`src/rtl/fetch_unit_pkg.sv`:
```
// Shared fetch-stage types and constants: FSM encoding, reset PC, the NOP
// instruction word, and a helper that word-aligns an address.
package fetch_unit_pkg;

  typedef enum logic [2:0] {
    IDLE,
    REQ,
    WAIT,
    HOLD,
    DROP
  } fetch_state_e;

  localparam logic [31:0] FETCH_RESET_PC = 32'h0000_0000;
  localparam logic [31:0] INSTR_NOP      = 32'h0000_0013;

  function automatic logic [31:0] word_align(input logic [31:0] addr);
    return {addr[31:2], 2'b00};
  endfunction

endpackage

```
`src/rtl/fetch_unit.sv`:
```
// rv32i fetch: one outstanding imem read, 3 cycles/instr on zero-wait memory.
// Holds {instr, instr_pc} until instr_ready; no new request while holding.
module fetch_unit
  import fetch_unit_pkg::*;
#(
  parameter logic [31:0] RESET_PC  = FETCH_RESET_PC,
  parameter logic [31:0] NOP_INSTR = INSTR_NOP
) (
  input  logic        clk,
  input  logic        rst,
  output logic        imem_req,
  output logic [31:0] imem_addr,
  input  logic        imem_gnt,
  input  logic        imem_rvalid,
  input  logic [31:0] imem_rdata,
  output logic        instr_valid,
  input  logic        instr_ready,
  output logic [31:0] instr,
  output logic [31:0] instr_pc,
  input  logic        redirect,
  input  logic [31:0] redirect_pc
);

  fetch_state_e state_q, state_d;
  logic [31:0]  pc_q, pc_d;
  logic [31:0]  instr_q, instr_d;
  logic [31:0]  instr_pc_q, instr_pc_d;
  logic         instr_valid_q, instr_valid_d;

  // Low target bits are forced to zero by word_align; they carry no state.
  logic unused_redirect_lsb;
  assign unused_redirect_lsb = ^redirect_pc[1:0];

  always_comb begin
    state_d       = state_q;
    pc_d          = pc_q;
    instr_d       = instr_q;
    instr_pc_d    = instr_pc_q;
    instr_valid_d = instr_valid_q;

    unique case (state_q)
      IDLE: state_d = REQ;
      REQ:  if (imem_gnt) state_d = WAIT;
      WAIT: begin
        if (imem_rvalid) begin
          state_d       = HOLD;
          instr_d       = imem_rdata;
          instr_pc_d    = pc_q;
          instr_valid_d = 1'b1;
          pc_d          = pc_q + 32'd4;
        end
      end
      HOLD: begin
        if (instr_ready) begin
          state_d       = REQ;
          instr_valid_d = 1'b0;
          instr_d       = NOP_INSTR;
        end
      end
      DROP: if (imem_rvalid) state_d = REQ;
      default: state_d = IDLE;
    endcase

    // Redirect overrides everything above; a granted-but-unreturned read
    // must still be drained in DROP so its late rvalid is not mistaken.
    if (redirect) begin
      pc_d          = word_align(redirect_pc);
      instr_d       = NOP_INSTR;
      instr_pc_d    = instr_pc_q;
      instr_valid_d = 1'b0;
      unique case (state_q)
        IDLE:    state_d = REQ;
        REQ:     state_d = imem_gnt ? DROP : REQ;
        WAIT:    state_d = imem_rvalid ? REQ : DROP;
        HOLD:    state_d = REQ;
        DROP:    state_d = imem_rvalid ? REQ : DROP;
        default: state_d = IDLE;
      endcase
    end
  end

  always_ff @(posedge clk or posedge rst) begin
    if (rst) begin
      state_q       <= IDLE;
      pc_q          <= RESET_PC;
      instr_q       <= NOP_INSTR;
      instr_pc_q    <= RESET_PC;
      instr_valid_q <= 1'b0;
    end else begin
      state_q       <= state_d;
      pc_q          <= pc_d;
      instr_q       <= instr_d;
      instr_pc_q    <= instr_pc_d;
      instr_valid_q <= instr_valid_d;
    end
  end

  assign imem_req    = (state_q == REQ);
  assign imem_addr   = pc_q;
  assign instr_valid = instr_valid_q;
  assign instr       = instr_q;
  assign instr_pc    = instr_pc_q;

endmodule

```
`config.mk`:
```
export PLATFORM = sky130hd
export DESIGN_NAME = fetch_unit
export DESIGN_NICKNAME = d
export VERILOG_FILES = /design/src/rtl/fetch_unit_pkg.sv /design/src/rtl/fetch_unit.sv
export SDC_FILE = /design/constraint.sdc
export NUM_CORES = 1
export LEC_CHECK = 0
export BUFFER_PORTS_ARGS = -buffer_cell sky130_fd_sc_hd__buf_2
export CAP_MARGIN = 15
export CELL_PAD_IN_SITES_DETAIL_PLACEMENT = 0
export CELL_PAD_IN_SITES_GLOBAL_PLACEMENT = 1
export CORE_MARGIN = 3
export CORE_UTILIZATION = 36
export CTS_BUF_LIST = sky130_fd_sc_hd__clkbuf_8 sky130_fd_sc_hd__clkbuf_16
export CTS_CLUSTER_DIAMETER = 200
export CTS_CLUSTER_SIZE = 20
export DETAILED_ROUTE_END_ITERATION = 8
export MAX_ROUTING_LAYER = met4
export PLACE_DENSITY = 0.9
export SYNTH_ARGS = -nofsm -noshare
export SYNTH_HDL_FRONTEND = slang
export SYNTH_SLANG_ARGS = --single-unit
```
`constraint.sdc`:
```
create_clock -name clk -period 4.4 [get_ports clk]
set_input_delay 0.88 -clock clk [delete_from_list [all_inputs] [get_ports clk]]
set_output_delay 0.88 -clock clk [all_outputs]
set_load 0.01 [all_outputs]
```
After elaboration in Yosys (flattened, before gate mapping) --
Index checks and enable logic that the tools add are counted. Widths: inputs -> output; s select.
Word-level totals: bits of input ports 70, output and inout port bits 98, register bits 100, word-level logic and storage cells 45
Cells by class: equal/unequal tests 8, muxes and demuxes 20, $add $sub $neg 1, bitwise logic cells 1, reduce and logical (&&, ||, !) cells 10
Operator list (number):
- $mux 32 | 6
- $pmux 32 s2 | 1
- $add 32x3->32 const B | 1
- $mux 3 | 7
- $pmux 3 s5 | 1
- $ne 3x3->1 const B | 3
- $pmux 3 s3 | 1
- $eq 3x2->1 const B | 2
- $reduce_and 3->1 | 2
- $reduce_and 4->1 | 1
- $reduce_bool 2->1 | 2
- $reduce_or 2->1 | 2
- $eq 3x1->1 const B | 1
- $eq 3x3->1 const B | 1
- $logic_not 3->1 | 1
- $mux 1 | 3
- $ne 3x1->1 const B | 1
- $reduce_bool 3->1 | 1
- $pmux 1 s2 | 1
- $reduce_and 2->1 | 1
- $not 1->1 | 1

Depth between registers and ports, before layout --
depth after elaboration 4, mapped depth 8, depth with buffers taken out 5

Worst setup path after synthesis --
No wires, ideal clock.
path kind input to register, from input port imem_rvalid, to register pc_q[27], in the netlist imem_addr[27], cell stages on the path 6, buffers on the path 2, required time 4.318 ns, slack 1.851 ns, setup time 0.082 ns, arrival time 2.467 ns, cell sequence nand4bb_1 clkbuf_1 or4_1 clkbuf_1 or4_1 a31oi_1
Between the ends: cells in the longest elaborated chain, start to end 2
RTL lines:
- from (decl) | RTL line fetch_unit.sv:14 | input logic imem_rvalid,
- $reduce_bool 2->1 (no line)
- $reduce_and 2->1 (no line)
- to (signal assigned) | RTL line fetch_unit.sv:91 | pc_q <= pc_d;
- to (decl) | RTL line fetch_unit.sv:25 | logic [31:0] pc_q, pc_d;
Every way passes these cells. A chain may end at the register's enable or synchronous reset.

Final worst setup path --
from input port imem_rvalid, to register pc_q[17], in the netlist imem_addr[17]
Same word-level chain as after synthesis.

==> qor.csv <==
metric,value,unit
FF-to-FF setup slack,1650,ps
CP max stage cell,or4_1,
Sw Ratio,0.300,
Setup CP Type,in2reg,
"Top cell by count, worst path",or4_1,
CP Launch Type,primary input,
Final Hold Fails,0,
Worst slew margin,0.330,
Post-DP Area,5170,sq um
Clock Path Buffers,2,
area occupied by multi-input gates,1700,sq um
CP endpoint kind,flop,
initial antenna violation count,1,
worst-path maximum fanout,21,
# Post-CTS Setup Buffers,0,
final instance area,5530,sq um
placed cell count,719,
register area,2410,sq um
Post-synth EDFFs,0,
power density over the cells,487,nW/um^2
clk slew on worst S/H paths,70,ps
Worst Hold Endpoint,instr[0],
Avg Synthesized Cell Area,9.74,sq um
WL final,11.9,mm
fin crit period,2850,ps
row cnt,39,
fillers,1098,
die area,13300,sq um
Final Setup Violations,0,
# hold bufs at CTS,0,
mapped cell area,4300,sq um
Die H,115,microns
max-cap violations,0,
Psw,809,uW
Slew Limit Fails,0,
io pins,168,
cell family with most CP delay,simple AND/OR/NAND/NOR gates,
worst-path cell chain,"buf_2, nand4bb_1, or4_1, or4_1, a31oi_1",
vias per cell,5.26,
r2r startpoint,state_q[2],
critical path buffer and inverter count,1,
number of buffers created by CTS,9,
synth warn,0,
Synth top area share,0.542,
drt pass-1 iters,4,
Synth top cells by count,"nand2_1 (107), dfrtp_1 (93), a22o_1 (29), clkbuf_1 (23), nor2_1 (23)",
CTS root buffer,clkbuf_16,
largest net degree at the start of global routing,82,
FF-to-FF End,imem_addr[17],
most common cell in the synthesized netlist,nand2_1,
Main synth FF type,dfrtp_1,
Initial Util,0.373,
CTS tree,built,
Worst Skew,9.00,ps
vias in the first global route,3590,
DP Wirelength,8.35,mm
outcome,finished clean,
hold path startpoint,instr[0],
fmax,351,MHz
Resize count post-CTS,0,
CTS Sinks,96,
routed via count,3874,
Worst Path Arrival,3120,ps
Mapped Cells,441,
Synth area leader,dfrtp_1,
Slowest Stage Delay on Critical Path,930,ps
"Seq/Total Area, Yosys",0.560,
final period utilization,0.648,
GR Overflow Total,0,
CP Data Required Time,4670,ps
core area,11500,sq um
Clock Latency Late Sink,350,ps
R2R depth,4,
post-synthesis register bit count,96,
global-route wire length before repair,18.5,mm
asr flop ratio synth,1.00,
drt wl/cell,16.2,microns
layout cells sized above 1,0.319,
Non-Filler Instances,736,
peak supply drop,0.210,mV
Synth cell types,42,
detailed-route DRC error count,0,
htree depth,3,
synth top area cells,"dfrtp_1 (54%), nand2_1 (9.4%), a22o_1 (5.9%)",
Leak,0.00283,uW
Die W,115,microns
Worst-Margin Slew,1000,ps
Clock Power Share,0.342,
worst min path class,reg2reg,
P_int,1880,uW
RD Place Congestion,0.806,
DRT antenna net count,0,
port buffer count,161,
Final #Nets,658,
gr usage total,0.181,
Layout area overhead,28.7,%
Worst Hold Depth,2,
RSZ-0062 raised after global routing,no,
initial DRC count,263,
Logic pwr share,0.216,
Seq pwr share,0.442,
Setup TNS Final,0,ps
## worst register-to-register path, delay by kind of cell (launching register included)
family / cells / cell delay [ps]
and+or+nand+nor: 3 / 2040
DFF: 1 / 460
AOI/OAI and AO/OA: 1 / 170
## power by group through the flow
| stage | sequential (uW) | clock, uW | combinational (uW) |
|---|---|---|---|
| floorplan | 1260 | 0 | 252 |
| detailed placement | 1200 | 0 | 592 |
| CTS | 1190 | 941 | 593 |
| finish | 1190 | 921 | 582 |
| global route | 1220 | 972 | 653 |
| global placement | 1190 | 0 | 578 |
## worst max-delay path by stage
stage / start / to / slack (ps) / cells after the start
6_report: imem_rvalid / imem_addr[17] / 1550 / 5
5_1_grt: imem_rvalid / imem_addr[17] / 1370 / 5
4_1_cts: imem_rvalid / imem_addr[25] / 1550 / 5
3_5_place_dp: imem_rvalid / imem_addr[25] / 1180 / 5
3_3_place_gp: imem_rvalid / imem_addr[25] / 1190 / 5
2_1_floorplan: rst / imem_addr[10] / 1020 / 1
## placed cells by master (no fill, tap or decap), drive strengths merged, types with 3 or more instances in the layout
cell,synthesis,layout
dfstp,3,3
bufinv,0,3
nand3,17,17
nand4,6,6
conb,1,4
or3,3,3
xnor2,7,7
a31oi,16,16
nor3,5,5
a21oi,6,6
dfrtp,93,93
and4,5,5
nor2,23,23
o211ai,4,4
or4,19,19
clkbuf,24,11
inv,12,12
a22o,29,29
o31ai,11,11
o21ai,20,20
nor4,3,3
nand2,107,107
buf,9,165
## routing by layer
metal,share of wire,GRT usage,routed length [microns],vias to the layer above
met4,0.017,0.0861,205,0
met1,0.44,0.240,5300,1879
met5,0,-,0,-
met3,0.048,0.0268,575,11
met2,0.49,0.275,5830,123
li1,-,-,-,1861
## final cells by class
type / count / area share
Antenna cell: 1 / 0.000453
Sequential cell: 96 / 0.435
Inverter: 12 / 0.00860
Tap cell: 143 / 0.0324
Multi-Input combinational cell: 303 / 0.308
Timing Repair Buffer: 165 / 0.151
Clock inverter: 5 / 0.0186
Clock buffer: 11 / 0.0457
## registers in the layout, summed over array words and instances, names as in the netlist
register	cells
instr	32
imem_addr	30
instr_pc	30
state_q	3
instr_valid	1
## cells by family after synthesis
family,synth area share
xor+xnor,0.0163
buf+inv,0.0495
flops,0.560
compound gates,0.151
mux,0.00233
other cells,0.000873
simple gates,0.217
fa+ha+maj,0.00291
## stage by stage
stage                     total power [uW]  hold slack, ps  setup slack, ps   util
after floorplan                       1510             465             1020      -
after global placement                1770             452             1190  0.449
after detailed placement              1800             458             1180  0.449
after CTS                             2730             469             1550  0.480
after global routing                  2840             494             1370  0.480
final                                 2690             467             1550  0.480
Note: power is estimated with default switching activity, not from simulation.
